`config.mk`:
```
export PLATFORM = sky130hd
export DESIGN_NAME = booth_secuenciador
export DESIGN_NICKNAME = d
export VERILOG_FILES = /design/src/rtl/booth_secuenciador.sv
export SDC_FILE = /design/constraint.sdc
export NUM_CORES = 1
export LEC_CHECK = 0
export BUFFER_PORTS_ARGS = -buffer_cell sky130_fd_sc_hd__buf_2
export CAP_MARGIN = 5
export CORE_MARGIN = 2
export CORE_UTILIZATION = 55
export CTS_CLUSTER_DIAMETER = 80
export DETAILED_ROUTE_END_ITERATION = 10
export GPL_TIMING_DRIVEN = 0
export HOLD_SLACK_MARGIN = 0.03
export PLACE_DENSITY = 0.77
export SETUP_SLACK_MARGIN = 0.15
export SLEW_MARGIN = 20
export SYNTH_ARGS = -nofsm -noshare
export SYNTH_HDL_FRONTEND = slang
export SYNTH_SLANG_ARGS = --single-unit
```
`constraint.sdc`:
```
create_clock -name CLK100MHZ -period 4.8 [get_ports CLK100MHZ]
set_clock_uncertainty 0.15 [all_clocks]
set_input_delay 0.48 -clock CLK100MHZ [delete_from_list [all_inputs] [get_ports CLK100MHZ]]
set_output_delay 0.48 -clock CLK100MHZ [all_outputs]
set_load 0.1 [all_outputs]
```
`src/rtl/booth_secuenciador.sv`:
```
// Signed Booth radix-2 sequential multiplier: operand latch, FSM sequencer and
// add/subtract + arithmetic-shift datapath, with busy/done/valid status.
module booth_secuenciador #(
  parameter int unsigned WIDTH = 8
) (
  input  logic                 CLK100MHZ,
  input  logic                 reset,
  input  logic                 inicio,
  input  logic [WIDTH-1:0]     multiplicando,
  input  logic [WIDTH-1:0]     multiplicador,
  output logic [2*WIDTH-1:0]   producto,
  output logic                 busy,
  output logic                 done,
  output logic                 valid,
  output logic [1:0]           estado
);

  localparam int unsigned AW = WIDTH + 1;
  localparam int unsigned CW = $clog2(WIDTH + 1);
  localparam int unsigned PW = 2 * WIDTH;

  typedef enum logic [1:0] {
    IDLE  = 2'd0,
    SUMA  = 2'd1,
    DESPL = 2'd2,
    FIN   = 2'd3
  } state_t;

  state_t          state, state_d;
  logic [AW-1:0]   acc, acc_d;
  logic [AW-1:0]   mcand, mcand_d;
  logic [WIDTH-1:0] q_reg, q_d;
  logic            q_1, q_1_d;
  logic [CW-1:0]   count, count_d;
  logic [PW-1:0]   producto_d;
  logic            busy_d, done_d, valid_d;
  logic            inicio_prev;
  logic            rise;

  assign rise   = inicio & ~inicio_prev;
  assign estado = state;

  // Next-state and datapath update for the Booth iteration
  always_comb begin
    state_d    = state;
    acc_d      = acc;
    mcand_d    = mcand;
    q_d        = q_reg;
    q_1_d      = q_1;
    count_d    = count;
    producto_d = producto;
    busy_d     = busy;
    done_d     = 1'b0;
    valid_d    = valid;

    case (state)
      IDLE: begin
        if (rise) begin
          mcand_d = {multiplicando[WIDTH-1], multiplicando};
          q_d     = multiplicador;
          acc_d   = '0;
          q_1_d   = 1'b0;
          count_d = CW'(WIDTH);
          valid_d = 1'b0;
          busy_d  = 1'b1;
          state_d = SUMA;
        end
      end
      SUMA: begin
        case ({q_reg[0], q_1})
          2'b10:   acc_d = acc - mcand;
          2'b01:   acc_d = acc + mcand;
          default: acc_d = acc;
        endcase
        state_d = DESPL;
      end
      DESPL: begin
        acc_d   = {acc[AW-1], acc[AW-1:1]};
        q_d     = {acc[0], q_reg[WIDTH-1:1]};
        q_1_d   = q_reg[0];
        count_d = count - CW'(1);
        state_d = (count == CW'(1)) ? FIN : SUMA;
      end
      FIN: begin
        producto_d = {acc[WIDTH-1:0], q_reg};
        done_d     = 1'b1;
        valid_d    = 1'b1;
        busy_d     = 1'b0;
        state_d    = IDLE;
      end
    endcase
  end

  // State, datapath and status registers with synchronous active-low reset
  always_ff @(posedge CLK100MHZ) begin
    if (!reset) begin
      state       <= IDLE;
      acc         <= '0;
      mcand       <= '0;
      q_reg       <= '0;
      q_1         <= 1'b0;
      count       <= '0;
      producto    <= '0;
      busy        <= 1'b0;
      done        <= 1'b0;
      valid       <= 1'b0;
      inicio_prev <= 1'b0;
    end else begin
      state       <= state_d;
      acc         <= acc_d;
      mcand       <= mcand_d;
      q_reg       <= q_d;
      q_1         <= q_1_d;
      count       <= count_d;
      producto    <= producto_d;
      busy        <= busy_d;
      done        <= done_d;
      valid       <= valid_d;
      inicio_prev <= inicio;
    end
  end

endmodule

```
==> results of run 1 <==
worst max-delay path: stages (launching register included):
cell and delay (ps):
dfxtp_1 410, inv_1 70, ha_1 190, clkbuf_1 190, mux2_2 290, inv_1 60, fa_1 440, nand3b_2 260
and4_2 210, o211a_1 230, or3_1 350, a31oi_1 180
cell type report:
class	instances	area, um^2	area share, %
clock inverter	3	42.5	1.35
inverter	14	52.6	1.67
timing repair buffer	38	190	6.05
buffer	17	67.6	2.15
tap	67	83.8	2.67
multi-input combinational	238	1600	50.8
sequential	52	1040	33.1
clock buffer	5	68.8	2.19
per-stage QoR:
step	hold WS, ps	cells	total power, mW
6_report	263	434	1.34
5_1_grt	268	434	1.42
4_1_cts	258	434	1.34
3_5_place_dp	314	426	1.04
3_3_place_gp	308	426	1.03
2_1_floorplan	299	321	0.930
cells in the mapped netlist, types with 2 or more instances:
cell type / number / area [um^2]
dfxtp_1: 52 / 1040
nor2_1: 42 / 158
a21oi_1: 28 / 140
mux2i_1: 25 / 250
nand2_1: 25 / 93.8
ha_1: 18 / 225
nand3_1: 16 / 80.1
inv_1: 13 / 48.8
clkbuf_1: 12 / 45.0
o21ai_0: 11 / 55.1
a211oi_1: 9 / 67.6
a31oi_1: 7 / 43.8
xor2_1: 7 / 61.3
a21o_1: 4 / 30.0
nor3_1: 4 / 20.0
and2_1: 3 / 18.8
buf_2: 3 / 15.0
xnor2_1: 3 / 26.3
and3_1: 2 / 12.5
buf_1: 2 / 7.51
mux2_2: 2 / 22.5
nand2b_1: 2 / 12.5
or3_1: 2 / 12.5
worst paths after layout:
kind,endpoint,from,cells past startpoint,slack (ps)
worst max register to register,acc[8],q_reg[0],11,1690
worst min register to register,q_1,q_1,2,330
worst max-delay path,acc[8],q_reg[0],11,1690
worst min-delay path,inicio_prev,inicio,2,260
report_power, final:
part / internal (mW) / total, mW / leakage [nW] / switching [mW]
clock network: 0.154 / 0.294 / 0.0541 / 0.140
registers: 0.481 / 0.531 / 0.424 / 0.0494
logic: 0.183 / 0.510 / 0.823 / 0.327
total: 0.819 / 1.34 / 1.30 / 0.516
kinds of logic (layout without fill, tap and decap cells):
logic type               after synthesis  count (layout)  synth area share (%)
AND/OR/NAND/NOR                      105             105                  17.6
AO/OA/AOI/OAI                         77              77                  18.3
flip-flops                            52              52                  37.8
adder cells (fa/ha/maj)               19              19                  8.90
buffers and inverters                 31              77                  4.36
multiplexers                          27              27                  9.90
XOR/XNOR                              10              10                  3.18
placed cells by master, fill, tap and decap left out, drive strengths merged, types with 3 or more instances in the layout:
master	instances
a211oi	9
a21o	5
a21oi	29
a31oi	7
and2	3
buf	43
clkbuf	17
dfxtp	52
ha	18
inv	14
mux2i	25
nand2	25
nand3	16
nor2	42
nor3	5
o21ai	11
xnor2	3
xor2	7
per-layer routing:
layer | vias to the layer above | track usage, % | share of wire, %
li1 | 1225 | - | -
met1 | 1133 | 31.5 | 46
met2 | 46 | 37.8 | 49
met3 | 6 | 4.69 | 3.8
met4 | 0 | 6.35 | 0.93
met5 | - | 0 | 0
==> flow_summary.toml, run 1 <==
[global_routing]
antenna_found_initial = 0
grt_pass1_vias = 2114
grt_overflow = 0
grt_start_max_net_pins = 17
grt_pass1_wl_um = 9970
track_usage_pct = 23.2

[routing]
wl_um = 6120
ant_nets = 0
vias = 2410
vias_per_cell = 5.55
wl_per_cell_um = 14.1
drc = 0
dr.first_iter.drc_count = 108
dr.pass1.iters = 4

[sta]
rsz0062_at_grt = "no"
finalSetupViolCount = 0
drv_slew = 0
tightest_slew_ps = 637
slew_headroom_pct = 57.5
period_share_pct = 64.8
hold_viol = 0
period_needed_ps = 3110
layout_setup_ws_ps = 1690
fmax_ghz = 0.322
tns_ps = 0

[worst_setup_path]
crit_type = "flip-flop to flip-flop"
crit_fanout = 9
worstSetupEndpointType = "flip-flop"
required_ps = 4870
worst_setup_path_start_kind = "flip-flop"
cp.arrival_ps = 3180

[cts]
root_buffer = "clkbuf_8"
htree_levels = 2
postCtsHoldBufs = 0
clkTransAtPathRegs_ps = 90
numClockSinks = 52
cts-resized-gates = 0
tritoncts = "yes"
clk_path_buf_depth = 2
clk_latency_ps = 300
cts_setup_buffers = 0
cts_made_buffers = 5

[floorplanning]
core_um2 = 4790
die_h_um = 74.8
start_util_pct = 57.6
die_area_um2 = 5590
boundaryPins = 40
die_x_um = 74.8
rows = 25

[place]
gp_congestion = 0.819
place_area_um2 = 3030
dp_hpwl_um = 4580
place_ws_ps = 1760
portBuffers = 38

[worst_hold_path]
hp-class = "input pin to flip-flop"

[cells_and_area]
nets = 404
regMostFlops = "producto"
fin_area_um2 = 3140
reg.largest.list = "producto (16), acc (9)"
layout-drive-gt1-share_pct = 16.6
syn_to_final_growth_pct = 14.0
largest_register_ffs = 16
finish.utilization_pct = 65.6
fill_cells = 427
antennaDiodeCount = 0

[yosys]
syn_nets = 359
syn_area_um2 = 2760
synth_cells = 321
syn_area_per_cell_um2 = 8.59
synthFlopType = "dfxtp_1"
ys_warn_count = 0
ys_types = 52
yosysSeqAreaShare_pct = 37.8
synth_edf_count = 0
ys_ff_latch = 52
synthArstFlopShare_pct = 0

[run]
max-cap-violations = 0

[pwr]
power_leakage_nw = 1.30
power_density_nw_per_um2 = 425
ir_drop_uv = 258

[status]
outcome = "finished clean"
Note: power is estimated with default switching activity, not from simulation.
==> inputs of run 2 (changes only) <==
Settings changed: ABC_AREA set to 1, CORE_UTILIZATION 55 to 51, PLACE_DENSITY 0.77 to 0.75.
Clock period 4.8 ns to 2.52 ns, I/O delays scaled along.
==> run 2 against run 1 <==
  * Total power up 53%
  * Register-to-register slack worse by 1500 ps
  * Die area up 5.0%
==> flow_summary.toml, run 2 <==
[routing]
ant_nets = 0
drc = 0
dr.first_iter.drc_count = 142
vias = 2555
vias_per_cell = 5.10
dr.pass1.iters = 4
wl_per_cell_um = 13.0
wl_um = 6510

[floorplanning]
die_h_um = 76.6
die_area_um2 = 5870
core_um2 = 5110
boundaryPins = 40
start_util_pct = 52.7
die_x_um = 76.6
rows = 26

[place]
gp_congestion = 0.811
dp_cells = 487
place_area_um2 = 2970
portBuffers = 38
dp_hpwl_um = 4700

[sta]
drv_slew = 0
period_share_pct = 93.2
hold_viol = 0
finalSetupViolCount = 0
tns_ps = 0
fmax_ghz = 0.426
slew_headroom_pct = 62.8
rsz0062_at_grt = "yes"
period_needed_ps = 2350
tightest_slew_ps = 559

[cts]
clkTransAtPathRegs_ps = 110
cts_made_buffers = 5
numClockSinks = 52
htree_levels = 2
clk_path_buf_depth = 2
root_buffer = "clkbuf_8"
clk_latency_ps = 310
tritoncts = "yes"

[global_routing]
grt_pass1_vias = 2358
antenna_found_initial = 0
track_usage_pct = 22.5
grt_overflow = 0
grt_start_max_net_pins = 18
grt_pass1_wl_um = 10700

[yosys]
syn_nets = 417
yosys-top-cells-count = "nand2_1, dfxtp_1, inv_1"
yosysMostFrequentCell = "nand2_1"
syn_area_um2 = 2690
ys_types = 29
yosysSeqAreaShare_pct = 38.7
ys_warn_count = 0
synthArstFlopShare_pct = 0
yosysTopAreaCell = "dfxtp_1"
syn_area_per_cell_um2 = 7.10
synth_cells = 379
synth_area_leaders = "dfxtp_1, nand2_1, ha_1, o21ai_0, inv_1"
synth_edf_count = 0
ys_ff_latch = 52
synthFlopType = "dfxtp_1"
synth_top_cell_area_share_pct = 38.7

[cells_and_area]
fin_area_um2 = 3230
final_common_cell = "nand2_1"
nets = 468
regMostFlops = "producto"
layout-drive-gt1-share_pct = 21.6
largest_register_ffs = 16
fin_cells = 501
antennaDiodeCount = 0
syn_to_final_growth_pct = 20.1
reg.largest.list = "producto (16), acc (9)"
mostFrequentLayoutCells = "nand2_1, dfxtp_1, inv_1"

[worst_setup_path]
crit_fanout = 6
crit_type = "flip-flop to flip-flop"
worstSetupEndpointType = "flip-flop"
worst_setup_path_start_kind = "flip-flop"
required_ps = 2610
cp.arrival_ps = 2440

[status]
outcome = "finished clean"

[pwr]
ir_drop_uv = 383
power_leakage_nw = 1.50
power_density_nw_per_um2 = 631

[run]
max-cap-violations = 0

[worst_hold_path]
hp-class = "input pin to flip-flop"
run 2: changes by cell type in the layout (fill, tap and decap cells not counted), moves of 4 or more:
cell      before  now
inv_2          1    6
a21o_1         4    0
o21ai_0       11   40
a211oi_1       9    0
mux2i_1       25    0
xor2_1         7    3
nor2_1        42   31
buf_4          0    6
inv_1         13   44
nand2_1       25   78
a21oi_2        1    7
run 2: critical path, stage by stage, from the launching register on:
cell and delay, ps:
dfxtp_4 380, inv_4 60, ha_4 140, inv_2 40
nor2_4 150, a21oi_2 80, xor2_1 170, ha_1 370
nand2_1 70, nor2_1 100, nand2_1 100, nand3_2 80
nand2_1 50, o21ai_1 130, nand2_1 80, a21oi_2 130
run 2: path summary, 6_finish.rpt:
check | startpoint | end | slack (ps) | depth (start not counted)
worst max-delay path | mcand[1] | acc[7] | 170 | 15
worst min-delay path | multiplicador[5] | q_reg[5] | 50 | 3
worst max register to register | mcand[1] | acc[7] | 170 | 15
worst min register to register | count[3] | count[3] | 340 | 2
run 2: timing repair:
action / 4_1_cts / 5_1_grt
hold buffers: 1 / 0
resized for setup: 11 / 30
endpoints found under the setup margin: 5 / 6
hold endpoints to repair: 1 / 0
buffers inserted: 1 / 4
pin swaps: 4 / 20
run 2: power breakdown:
group	internal [mW]	switching (mW)	total, mW
Combinational	0.211	0.415	0.626
Clock	0.198	0.294	0.492
Sequential	0.876	0.0440	0.920
Total	1.28	0.753	2.04
run 2: cells by family (layout without fill, tap and decap cells):
logic type                 count (synthesis)  after routing  share of synthesized area (%)
and+or+nand+nor                          137            137                           20.6
xor gates and xnor gates                   5              5                           1.63
adders and majority gates                 19             19                           9.11
AOI/OAI and AO/OA                        100            100                           20.2
DFF                                       52             52                           38.7
buffers and inverters                     66            118                           9.81
run 2: through the flow:
step           hold WS [ps]  power [mW]  worst slack (ps)  utilization (%)
2_1_floorplan           195        1.37               152                -
3_3_place_gp            308        1.47              5.20             58.1
3_5_place_dp            315        1.48             -32.9             58.1
4_1_cts                43.5        1.98               145             60.9
5_1_grt                50.2        2.15              3.20             63.3
6_report               47.5        2.04               170             63.3
run 2: routing by layer:
| metal | vias to the layer above | part of all wire, % | GRT usage, % |
|---|---|---|---|
| met5 | - | 0 | 0 |
| met4 | 0 | 0.61 | 4.36 |
| met3 | 4 | 5.1 | 4.50 |
| met2 | 57 | 49 | 40.5 |
| met1 | 1153 | 45 | 27.9 |
| li1 | 1341 | - | - |
run 2: cell type report:
cell class                      count  area (um^2)
Buffer                             15         72.6
Timing Repair Buffer               44          238
Inverter                           51          194
Clock inverter                      3         21.3
Fill cell                         477         1880
Clock buffer                        5         68.8
Sequential cell                    52         1050
Tap cell                           70         87.6
Multi-Input combinational cell    261         1500
